<file path="config.mk">
export PLATFORM = sky130hd
export DESIGN_NAME = fetch_unit
export DESIGN_NICKNAME = d
export VERILOG_FILES = /design/src/rtl/fetch_unit.sv
export SDC_FILE = /design/constraint.sdc
export NUM_CORES = 1
export LEC_CHECK = 0
export CORE_MARGIN = 10
export CORE_UTILIZATION = 54
export DETAILED_ROUTE_END_ITERATION = 16
export PLACE_DENSITY_LB_ADDON = 0.3
export SLEW_MARGIN = 20
export SYNTH_ARGS = -nofsm -noshare
export SYNTH_HDL_FRONTEND = slang
export SYNTH_SLANG_ARGS = --single-unit
</file>
<file path="constraint.sdc">
create_clock -name clk -period 8.45 [get_ports clk]
set_input_delay 1.69 -clock clk [delete_from_list [all_inputs] [get_ports clk]]
set_output_delay 1.69 -clock clk [all_outputs]
set_load 0.02 [all_outputs]
</file>
<file path="src/rtl/fetch_unit.sv">
// rtl/fetch_unit.sv - instruction fetch unit: single-outstanding memory fetch, 2-entry {pc, instr} buffer, redirect and address-fault handling
module fetch_unit #(
    parameter int              XLEN         = 32,
    parameter logic [XLEN-1:0] IF_BASE_ADDR = 32'h1000_0000,
    parameter logic [XLEN-1:0] IF_MAX_ADDR  = 32'h1000_3FFF,
    parameter int              IF_INC       = 4
) (
    input  logic            clk,
    input  logic            rst,
    output logic            mem_req_o,
    output logic [XLEN-1:0] mem_addr_o,
    input  logic            mem_gnt_i,
    input  logic            mem_rvalid_i,
    input  logic [XLEN-1:0] mem_rdata_i,
    input  logic            redirect_i,
    input  logic [XLEN-1:0] redirect_addr_i,
    output logic            if_valid_o,
    input  logic            if_ready_i,
    output logic [XLEN-1:0] if_instr_o,
    output logic [XLEN-1:0] if_pc_o,
    output logic            if_fault_o,
    output logic [XLEN-1:0] if_fault_addr_o,
    output logic            if_wait_o
);

    typedef enum logic [1:0] {
        S_FETCH,
        S_WAIT,
        S_DROP,
        S_FAULT
    } state_t;

    state_t          state, state_next;
    logic [XLEN-1:0] pc, pc_next;
    logic [XLEN:0]   pc_inc;

    logic [XLEN-1:0] fifo_pc    [2];
    logic [XLEN-1:0] fifo_instr [2];
    logic            head;
    logic [1:0]      count;
    logic            wr_idx;

    logic            req;
    logic            granted;
    logic            push;
    logic            pop;
    logic            flush;
    logic            valid;
    logic            redirect_ok;

    // One extra bit so a sequential step past the top of the address space
    // is seen as illegal instead of wrapping back into the window.
    function automatic logic is_legal(input logic [XLEN:0] addr);
        return (addr >= {1'b0, IF_BASE_ADDR}) &&
               (addr <= ({1'b0, IF_MAX_ADDR} - (XLEN+1)'(3))) &&
               (addr[1:0] == 2'b00);
    endfunction

    assign pc_inc      = {1'b0, pc} + (XLEN+1)'(IF_INC);
    assign valid       = (count != 2'd0);
    assign wr_idx      = head ^ count[0];
    assign redirect_ok = is_legal({1'b0, redirect_addr_i});

    always_comb begin
        state_next = state;
        pc_next    = pc;
        push       = 1'b0;
        flush      = 1'b0;
        req        = (state == S_FETCH) && (count < 2'd2) && is_legal({1'b0, pc});
        granted    = req && mem_gnt_i;

        if (redirect_i) begin
            flush   = 1'b1;
            pc_next = redirect_addr_i;
            case (state)
                S_FETCH: state_next = granted ? S_DROP : (redirect_ok ? S_FETCH : S_FAULT);
                // A response arriving with the redirect settles the outstanding
                // request, so there is nothing left to drop.
                S_WAIT,
                S_DROP:  state_next = mem_rvalid_i ? (redirect_ok ? S_FETCH : S_FAULT) : S_DROP;
                default: state_next = redirect_ok ? S_FETCH : S_FAULT;
            endcase
        end else begin
            case (state)
                S_FETCH: begin
                    if (!is_legal({1'b0, pc})) begin
                        state_next = S_FAULT;
                    end else if (granted) begin
                        state_next = S_WAIT;
                    end
                end
                S_WAIT: begin
                    if (mem_rvalid_i) begin
                        push       = 1'b1;
                        pc_next    = pc_inc[XLEN-1:0];
                        state_next = is_legal(pc_inc) ? S_FETCH : S_FAULT;
                    end
                end
                S_DROP: begin
                    if (mem_rvalid_i) begin
                        state_next = is_legal({1'b0, pc}) ? S_FETCH : S_FAULT;
                    end
                end
                default: state_next = S_FAULT;
            endcase
        end

        pop = valid && if_ready_i && !flush;
    end

    always_ff @(posedge clk) begin
        if (rst) begin
            state <= S_FETCH;
            pc    <= IF_BASE_ADDR;
            head  <= 1'b0;
            count <= 2'd0;
        end else begin
            state <= state_next;
            pc    <= pc_next;
            if (flush) begin
                head  <= 1'b0;
                count <= 2'd0;
            end else begin
                head <= head ^ pop;
                case ({push, pop})
                    2'b10:   count <= count + 2'd1;
                    2'b01:   count <= count - 2'd1;
                    default: count <= count;
                endcase
            end
        end
    end

    always_ff @(posedge clk) begin
        if (push) begin
            fifo_pc[wr_idx]    <= pc;
            fifo_instr[wr_idx] <= mem_rdata_i;
        end
    end

    assign mem_req_o       = !rst && req;
    assign mem_addr_o      = rst ? '0 : pc;
    assign if_valid_o      = !rst && valid;
    assign if_instr_o      = if_valid_o ? fifo_instr[head] : '0;
    assign if_pc_o         = if_valid_o ? fifo_pc[head] : '0;
    assign if_fault_o      = !rst && (state == S_FAULT);
    assign if_fault_addr_o = if_fault_o ? pc : '0;
    assign if_wait_o       = !rst && (state == S_WAIT) && !mem_rvalid_i;

endmodule

</file>
; After elaboration in Yosys (flattened, before gate mapping)
; Memory sizes are Yosys's and may differ from the RTL's. A register that Yosys moved wholly into a read port is not among the register bits.
; Cells that the tools add are included.
; Widths: inputs -> output; s select.
[totals]
ram_bits = 128
wordCells = 85
memories = 2
in_bits = 70
register_bits = 37
out_inout_bits = 132
[classes]
bitwise = 2
reduce_logical = 31
n_eq_ne = 8
order_cmp = 7
addsub = 3
muxes = 28
[mem_list]
columns = name, words, word_bits, read_ports, rd_ports_with_merged_regs, write_ports, line
row1 = fifo_instr, 2, 32, 1, 1, 1, 38  ; logic [XLEN-1:0] fifo_instr [2];
row2 = fifo_pc, 2, 32, 1, 1, 1, 37  ; logic [XLEN-1:0] fifo_pc [2];
[ops]
columns = operator, n
row1 = $mux 32, 7
row2 = $ge 32x29->1 const B, 2
row3 = $le 32x29->1 const B, 2
row4 = $add 32x3->33 const B, 1
row5 = $ge 33x29->1 const B, 1
row6 = $le 33x29->1 const B, 1
row7 = $mux 2, 10
row8 = $logic_and 1x1->1, 16
row9 = $logic_not 2->1, 4
row10 = $mux 1, 8
row11 = $pmux 2 s2, 2
row12 = $reduce_bool 2->1, 4
row13 = $eq 2x2->1 const B, 3
row14 = $ne 3x3->1 const B, 2
row15 = $pmux 2 s3, 1
row16 = $eq 2x1->1 const B, 2
row17 = $ne 4x4->1 const B, 1
row18 = $reduce_or 2->1, 2
row19 = $logic_not 1->1, 3
row20 = $reduce_and 3->1, 1
row21 = $add 2x1->2 const B, 1
row22 = $lt 2x2->1 const B, 1
row23 = $reduce_and 2->1, 1
row24 = $sub 2x1->2 const B, 1
row25 = $xor 1x1->1, 2

; Logic depth before layout (Yosys ltp)
; Gate-level depths: netlist of the first run.
[depth]
depth_word = 9
mapped_depth = 10
depth_no_buf = 10

; Least setup slack after synthesis of the first run
; No wires, ideal clock.
[synth_timing]
path_type = input -> register
start = input port mem_rvalid_i
end = memory fifo_instr[0][0], enable pin
path_slack_ps = 2853
path_stages = 4
arrival_time_ps = 5103
t_required_ps = 7957
setup_ps = 493
n_path_buf = 1
path_cell_list = and2_1 clkbuf_1 nand2b_1 nor2b_1
[synth_via]
elab_chain_len = 5
[synth_lines]
columns = item, line
row1 = start: declaration, 13  ; input logic mem_rvalid_i,
row2 = $mux 1, 93  ; if (mem_rvalid_i) begin
row3 = $mux 1, 84  ; case (state)
row4 = $mux 1, 72  ; if (redirect_i) begin
row5 = $mux 1, 135  ; if (push) begin
row6 = $mux 1 (implied by the code), 137  ; fifo_instr[wr_idx] <= mem_rdata_i;
row7 = end: declaration, 38
; No other way between the ends.

; Worst setup path after layout of the first run
[layout_timing]
start = input port rst
end = output port if_instr_o[30]
[layout_via]
elab_chain_len = 3
[layout_lines]
columns = item, line
row1 = start: declaration, 9  ; input logic rst,
row2 = $logic_not 1->1, 143  ; assign if_valid_o = !rst && valid;
row3 = $logic_and 1x1->1, 143
row4 = $mux 32, 144  ; assign if_instr_o = if_valid_o ? fifo_instr[head] : '0;
row5 = end: declaration, 19  ; output logic [XLEN-1:0] if_instr_o,
; No other way between the ends.

==> results of run 1 <==
[per-layer routing]
| layer | routed length (um) | part of all wire | up-vias | GRT usage |
|---|---|---|---|---|
| met2 | 10700 | 0.48 | 305 | 0.352 |
| li1 | - | - | 2967 | - |
| met4 | 560 | 0.025 | 0 | 0.0700 |
| met1 | 8980 | 0.41 | 3028 | 0.262 |
| met3 | 1880 | 0.085 | 54 | 0.0673 |
| met5 | 0 | 0 | - | 0 |
[worst max-delay path, stage by stage]
cell	delay [ns]
buf_2	0.51
buf_4	0.51
o21bai_4	0.32
buf_4	0.50
nor2_1	0.12
clkdlybuf4s50_1	0.58
[cell type report]
type / count / share of cell area
multi-input combinational: 510 / 0.307
clock buffer: 17 / 0.0394
clock inverter: 15 / 0.0134
sequential: 165 / 0.424
timing repair buffer: 207 / 0.191
tap: 184 / 0.0213
inverter: 8 / 0.00278
[kinds of logic after synthesis]
kind of cell,share of synthesized area
AO/OA/AOI/OAI,0.0527
XOR/XNOR,0.0430
adder cells (fa/ha/maj),0.0138
buffers and inverters,0.0327
flip-flops,0.563
multiplexers,0.0861
AND/OR/NAND/NOR,0.208
[Yosys cell counts (all sizes together), types with 19 or more instances]
cell    number  share of area
nor2       141          0.065
edfxtp     128           0.47
mux2i       70          0.086
clkbuf      38          0.018
a21oi       37          0.023
dfxtp       37          0.091
and2        35          0.027
nor2b       32          0.025
nand2       29          0.013
xor2        25          0.027
buf         20          0.012
nand4       19          0.017
[metrics by stage]
stage | hold slack (ns) | instance area (sq um) | util
2_1_floorplan | 0.420 | 8140 | -
5_1_grt | 0.633 | 10800 | 0.738
3_3_place_gp | 0.556 | 10200 | 0.697
4_1_cts | 0.590 | 10800 | 0.736
3_5_place_dp | 0.584 | 10200 | 0.697
6_report | 0.594 | 10800 | 0.738
[how the worst max path moves through the flow]
stage                                to  slack, ns
floorplan              fifo_instr[0][0]       2.85
detailed placement       if_instr_o[30]       2.46
global route             if_instr_o[30]       2.27
finish                   if_instr_o[30]       2.48
CTS                 if_fault_addr_o[15]       2.44
global placement    if_fault_addr_o[15]       2.59
[power by group through the flow]
stage | sequential (mW) | combinational (mW) | clock, mW
2_1_floorplan | 0.943 | 0.153 | 0
4_1_cts | 0.948 | 0.238 | 0.748
3_5_place_dp | 0.965 | 0.236 | 0
5_1_grt | 0.953 | 0.262 | 0.783
6_report | 0.949 | 0.241 | 0.741
3_3_place_gp | 0.962 | 0.226 | 0
[flip-flops by register name, indices dropped and copies added (netlist names)]
name,cells
count,2
fifo_instr,64
fifo_pc,64
head,1
pc,32
state,2
==> impl_metrics.json, run 1 <==
{
  "combPwrFrac": 0.125,
  "syn_area_per_cell_sq_um": 11.0,
  "yosys_warnings": 0,
  "ant_nets": 0,
  "maxCapViolations": 0,
  "synth_fp_nets": 820,
  "switching_share": 0.258,
  "dp_cells": 1073,
  "hold_depth": 2,
  "worstMarginPinSlew_ns": 0.968,
  "cts_buffer_depth": 2,
  "start_util": 0.556,
  "hold_start": "state[0]",
  "vias": 6354,
  "p_seq_frac": 0.492,
  "synth_edf_count": 128,
  "critPathMaxFanout": 50,
  "cts_tree": "yes",
  "status": "complete, no violations",
  "finalSetupViolations": 0,
  "final_common_cell": "clkdlybuf4s50_1",
  "chipHeight_um": 143,
  "grt_use_total": 0.214,
  "antenna_found_initial": 0,
  "wl_per_cell_um": 20.0,
  "rr_worst_depth": 6,
  "clkSinkCount": 165,
  "synth_ff_type": "edfxtp_1",
  "holdBufCountCts": 0,
  "crit_path_end_kind": "output port",
  "io_pins": 202,
  "cts.htree.levels": 4,
  "pre_cts_slack_ns": 2.46,
  "post_cts_resize_count": 0,
  "p_per_area_mw_per_mm2": 179,
  "drt_iter0_markers": 510,
  "mostFrequentLayoutCells": "clkdlybuf4s50_1, nor2_1, edfxtp_1, mux2i_1, a21oi_1",
  "grt_pass1_vias": 6306,
  "die_area_sq_mm": 0.0204,
  "antenna_cells": 0,
  "placement_rows": 44,
  "leakagePower_nw": 3.53,
  "fin_crit_sh": 0.706,
  "gp_congestion": 0.907,
  "fin_ws_ns": 2.48,
  "post_cts_buffers": 0,
  "clock_latency_ns": 0.43,
  "drt-pass1-iter-count": 5,
  "drt-total-wl_um": 22100,
  "relSlewSlack": 0.353,
  "rsz0062_at_grt": "false",
  "numCtsBuffers": 17,
  "tns_ns": 0,
  "die_x_um": 143,
  "p_int_mw": 1.43,
  "reg2reg_from": "state[1]",
  "fin_cells": 1106,
  "port_buffers": 201,
  "syn-cell-area_sq_mm": 0.00814,
  "ys_types": 58,
  "min_period_ns": 5.97,
  "worstSetupPathType": "input port to output port",
  "grt_max_degree": 70,
  "drc": 0,
  "viasPerCell": 5.75,
  "drv_slew": 0,
  "grt_remaining_overflow": 0,
  "core_area_sq_mm": 0.0146,
  "clkTransAtPathRegs_ns": 0.07,
  "crit_required_ns": 6.76,
  "dp_hpwl_um": 15500,
  "hold_class": "register to register",
  "clock_skew_ns": 0.00925,
  "cts_root_buffer": "clkbuf_16",
  "max_freq_mhz": 168,
  "seq_area_sq_mm": 0.00459,
  "drive_above_1_share": 0.0672,
  "cp-start-kind": "input port",
  "reg2reg_slack_ns": 5.09,
  "r2r_end": "fifo_pc[1][5]",
  "p_clk_frac": 0.384,
  "hold_path_end": "state[0]",
  "synthCells": 741,
  "ir_drop_mv": 0.151,
  "yosysSeqAreaShare": 0.563,
  "crit_path_start": "rst",
  "crit_arrival_ns": 4.28,
  "power_mw": 1.93,
  "ys_seq_elements": 165,
  "multi_input_comb_area_sq_mm": 0.00332,
  "n_fill_cell": 993,
  "grt_pass1_wl_um": 34100,
  "final_hold_viol_count": 0,
  "area_delta_synth_final_pct": 32.8,
  "power.switching_mw": 0.498,
  "fin_nets": 988,
  "async_reset_ff_frac": 0
}
(Power assumes the default switching activity.)
==> run 2, diff against run 1 <==
- CORE_UTILIZATION: 54 -> 50
- clock period: 8.45 -> 5.5 ns (I/O delays scaled with it)
==> run 2 against run 1 <==
  * Clock-buffer cell count rose by 1
  * Clock skew is 0.0022 ns higher
  * Critical path depth stayed put
  * Wire length grew 2.9%
  * Worst hold slack improved by 0.015 ns
  * Combinational power rose by 52%
  * Via count decreased by 0.94%
  * Cell area grew 0.61%
  * Sequential share of layout area fell by 0.26 points
  * Core utilization is 5.6 points lower
  * Register-to-register slack got worse by 2.7 ns
  * Largest power group unchanged
  * Highest routed layer unchanged
==> impl_metrics.json, run 2 (synthesis gave the netlist of run 1 again) <==
{
  "grt_max_degree": 70,
  "switching_share": 0.249,
  "drt_iter0_markers": 542,
  "fin_crit_sh": 0.715,
  "mostFrequentLayoutCells": "clkdlybuf4s50_1, nor2_1, edfxtp_1, mux2i_1, a21oi_1",
  "drt-total-wl_um": 22800,
  "ant_nets": 0,
  "worstMarginPinSlew_ns": 0.961,
  "crit_path_start": "pc[18]",
  "final_common_cell": "clkdlybuf4s50_1",
  "placed_area_sq_mm": 0.0103,
  "power.switching_mw": 0.744,
  "design_area_sq_mm": 0.0109,
  "status": "complete, no violations",
  "cts_root_buffer": "clkbuf_16",
  "area_delta_synth_final_pct": 33.6,
  "start_util": 0.511,
  "reg2reg_from": "pc[3]",
  "leakagePower_nw": 3.54,
  "wl_per_cell_um": 19.9,
  "chipHeight_um": 148,
  "grt_pass1_wl_um": 35500,
  "crit_end": "mem_req_o",
  "gp_congestion": 0.867,
  "cts.htree.levels": 4,
  "grt_pass1_vias": 6269,
  "port_buffers": 201,
  "reg2reg_slack_ns": 2.36,
  "final_hold_viol_count": 0,
  "fin_util": 0.682,
  "combPwrFrac": 0.123,
  "die_x_um": 148,
  "post_cts_buffers": 0,
  "grt_remaining_overflow": 0,
  "drv_slew": 0,
  "pre_cts_slack_ns": 1.55,
  "max_freq_mhz": 254,
  "antenna_found_initial": 1,
  "drc": 0,
  "r2r_end": "state[0]",
  "reg.largest.list": "fifo_instr: 64 flops, fifo_pc: 64 flops, pc: 32 flops",
  "p_clk_frac": 0.388,
  "multi_input_comb_area_sq_mm": 0.00332,
  "p_int_mw": 2.24,
  "io_pins": 202,
  "min_period_ns": 3.93,
  "die_area_sq_mm": 0.0218,
  "p_seq_frac": 0.489,
  "fin_nets": 992,
  "clock_skew_ns": 0.0114,
  "cts_tree": "yes",
  "finalSetupViolations": 0,
  "placement_rows": 46,
  "viasPerCell": 5.51,
  "clkTransAtPathRegs_ns": 0.06,
  "fin_ws_ns": 1.57,
  "seq_area_sq_mm": 0.00459,
  "cts_buffer_depth": 2,
  "grt_use_total": 0.206,
  "rsz0062_at_grt": "false",
  "clock_latency_ns": 0.42,
  "dp_hpwl_um": 15900,
  "crit_required_ns": 4.40,
  "post_cts_resize_count": 0,
  "p_per_area_mw_per_mm2": 274,
  "vias": 6294,
  "rr_worst_depth": 8,
  "ir_drop_mv": 0.221,
  "maxCapViolations": 0,
  "cp-start-kind": "register",
  "worstSetupPathType": "register to output port",
  "drive_above_1_share": 0.0681,
  "holdBufCountCts": 0,
  "critPathMaxFanout": 11,
  "relSlewSlack": 0.359,
  "tns_ns": 0,
  "crit_arrival_ns": 2.83,
  "clkSinkCount": 165,
  "numCtsBuffers": 17,
  "core_area_sq_mm": 0.0159,
  "drt-pass1-iter-count": 6,
  "n_fill_cell": 1217,
  "crit_path_end_kind": "output port",
  "hold_class": "register to register"
}
## run 2: power by group through the flow
| stage | registers [mW] | logic [mW] | clock network (mW) |
|---|---|---|---|
| final | 1.46 | 0.367 | 1.16 |
| after global routing | 1.46 | 0.401 | 1.22 |
| after CTS | 1.46 | 0.369 | 1.18 |
| after detailed placement | 1.48 | 0.366 | 0 |
| after global placement | 1.48 | 0.361 | 0 |
| after floorplan | 1.45 | 0.235 | 0 |
## run 2: routing by layer
| layer | vias to the layer above | global-route usage | share of wire |
|---|---|---|---|
| met3 | 16 | 0.0641 | 0.085 |
| li1 | 2966 | - | - |
| met5 | - | 0 | 0 |
| met2 | 262 | 0.340 | 0.49 |
| met1 | 3050 | 0.257 | 0.41 |
| met4 | 0 | 0.0525 | 0.0063 |
## run 2: area by class of cell
class                      instances  area share
tap                              216      0.0249
multi-input combinational        510       0.305
clock buffer                      18      0.0395
inverter                           8     0.00276
antenna                            1    0.000230
timing repair buffer             211       0.192
sequential                       165       0.422
clock inverter                    13      0.0136
## run 2: worst min path at each step
stage	slack [ns]	start	to	depth (start not counted)
after floorplan	0.42	pc[10]	fifo_pc[0][10]	0
after global placement	0.58	state[0]	state[0]	2
after detailed placement	0.60	state[0]	state[0]	2
after CTS	0.60	state[0]	state[0]	2
after global routing	0.62	pc[1]	fifo_pc[0][1]	0
final	0.61	state[0]	state[0]	2
## run 2: critical path, stage by stage (launching register included)
cell	delay, ns
dfxtp_1	0.45
nor4_2	0.38
nand4_1	0.16
nor4_2	0.50
nand2_1	0.13
nor3_1	0.15
clkdlybuf4s50_1	0.64
## run 2: per-stage QoR
stage                     cells  total power, mW  hold WS [ns]
after global placement     1110             1.84         0.575
final                      1142             2.98         0.609
after CTS                  1141             3.00         0.603
after floorplan             741             1.68         0.420
after detailed placement   1110             1.85         0.596
after global routing       1142             3.09         0.622
==> run 3, diff against run 2 <==
- clock period: 5.5 -> 3.93 ns (I/O delays scaled with it)
==> run 3 against run 2 <==
  * Critical path depth unchanged
  * Clock-buffer cell count down 1
  * Cell count up 1.1%
  * Largest cell class unchanged
  * Core utilization up 0.93 points
  * Sequential share of layout area down 0.57 points
  * Cell area up 1.4%
  * Global-route usage up 0.14 points
==> impl_metrics.json, run 3 (synthesis gave the netlist of run 1 again) <==
{
  "start_util": 0.511,
  "viasPerCell": 5.54,
  "max_freq_mhz": 276,
  "hold_start": "state[0]",
  "cp-start-kind": "register",
  "maxCapViolations": 0,
  "ir_drop_mv": 0.323,
  "area_delta_synth_final_pct": 35.4,
  "die_area_sq_mm": 0.0218,
  "crit_path_end_kind": "output port",
  "die_x_um": 148,
  "rsz0062_at_grt": "false",
  "relSlewSlack": 0.532,
  "drt-pass1-iter-count": 5,
  "p_int_mw": 3.16,
  "final_hold_viol_count": 0,
  "drc": 0,
  "placement_rows": 46,
  "mostFrequentLayoutCells": "clkdlybuf4s50_1, nor2_1, edfxtp_1, mux2i_1, a21oi_1",
  "cpMaxStageDelayCell": "clkdlybuf4s50_1",
  "critPathMaxStageDelay_ns": 0.63,
  "reg.largest.list": "fifo_instr: 64 flops, fifo_pc: 64 flops, pc: 32 flops",
  "io_pins": 202,
  "core_area_sq_mm": 0.0159,
  "power.switching_mw": 1.08,
  "grt_max_degree": 49,
  "fin_nets": 1005,
  "critPathMaxFanout": 11,
  "clock_latency_ns": 0.43,
  "path_buf_inv": 1,
  "clock_skew_ns": 0.0111,
  "chipHeight_um": 148,
  "cts.htree.levels": 4,
  "port_buffers": 201,
  "worstSetupPathType": "register to output port",
  "combPwrFrac": 0.131,
  "min_period_ns": 3.63,
  "cts_buffer_depth": 2,
  "switching_share": 0.255,
  "dp_hpwl_um": 16100,
  "grt_pass1_wl_um": 35800,
  "numCtsBuffers": 17,
  "drive_above_1_share": 0.0821,
  "status": "complete, no violations",
  "drt-total-wl_um": 22700,
  "grt_pass1_vias": 6414,
  "tns_ns": 0,
  "reg2reg_from": "pc[3]",
  "p_clk_frac": 0.393,
  "cts_tree": "yes",
  "antenna_found_initial": 0,
  "crit_path_start": "pc[18]",
  "placed_area_sq_mm": 0.0104,
  "cp_top_family": "simple AND/OR/NAND/NOR gates",
  "grt_remaining_overflow": 0,
  "ant_nets": 0,
  "cp_cell_sequence": "nor4_2 -> nand4_1 -> nor4_2 -> nand2_1 -> nor3_1 -> clkdlybuf4s50_1",
  "drv_slew": 0,
  "clkTransAtPathRegs_ns": 0.07,
  "worstMarginPinSlew_ns": 0.702,
  "wl_per_cell_um": 19.7,
  "p_seq_frac": 0.476,
  "drt_iter0_markers": 638,
  "fin_crit_sh": 0.923,
  "post_cts_resize_count": 0,
  "gp_congestion": 0.900,
  "cts_root_buffer": "clkbuf_16",
  "crit_arrival_ns": 2.84,
  "p_per_area_mw_per_mm2": 385,
  "critPathMostFrequentCell": "nor4_2",
  "antenna_cells": 0,
  "vias": 6395,
  "final_common_cell": "clkdlybuf4s50_1",
  "hold_class": "register to register",
  "finalSetupViolations": 0,
  "clkSinkCount": 165,
  "holdBufCountCts": 0,
  "post_cts_buffers": 0,
  "design_area_sq_mm": 0.0110,
  "crit_required_ns": 3.14,
  "grt_use_total": 0.207,
  "leakagePower_nw": 3.64
}
==> run 3: cell types whose count changed in the layout (fill, tap and decap cells not counted), sizes merged <==
cell / change
clkbuf: -1
diode: -1
clkinvlp: -2
clkinv: +1
inv: +2
buf: +13
==> run 3: worst paths after layout <==
kind                    end  slack, ns  cells after the start
setup / recovery  mem_req_o       0.30                      6
hold / removal     state[0]       0.59                      2
setup reg to reg   state[1]       0.92                      9
hold reg to reg    state[0]       0.59                      2
==> run 3: area by class of cell <==
cell class / instances / area, sq um
Fill cell: 1216 / 4920
Timing Repair Buffer: 224 / 2220
Inverter: 8 / 30.0
Tap cell: 216 / 270
Sequential cell: 165 / 4590
Multi-Input combinational cell: 510 / 3320
Clock buffer: 17 / 425
Clock inverter: 14 / 166
==> run 3: worst register-to-register path, cell delays in order (launching register included) <==
cell       delay [ns]
dfxtp_1          0.32
buf_4            0.20
ha_1             0.42
nand4_1          0.20
nor4_4           0.47
o211ai_1         0.16
a2111oi_0        0.55
nand4_1          0.19
a21oi_1          0.27
o41ai_2          0.11
==> run 3: power by group through the flow <==
stage	Clock, mW	Combinational (mW)	Sequential (mW)
floorplan	0	0.330	2.02
global placement	0	0.542	2.05
detailed placement	0	0.551	2.05
CTS	1.69	0.556	2.02
global route	1.77	0.605	2.03
finish	1.67	0.556	2.02
==> run 3: per-stage QoR <==
step / setup WS (ns) / hold WS [ns] / total power, mW / utilization / instances
CTS: 0.309 / 0.589 / 4.26 / 0.691 / 1154
floorplan: 0.441 / 0.420 / 2.35 / - / 741
finish: 0.303 / 0.589 / 4.24 / 0.691 / 1154
global placement: 0.830 / 0.572 / 2.59 / 0.654 / 1123
global route: 0.110 / 0.620 / 4.40 / 0.691 / 1154
detailed placement: 0.780 / 0.582 / 2.61 / 0.654 / 1123
==> run 3: metal layers <==
metal  vias up  wire (um)  GRT usage
met4         0        425     0.0659
met1      3038       9130      0.258
li1       3001          -          -
met2       316      11000      0.340
met5         -          0          0
met3        40       2180     0.0607
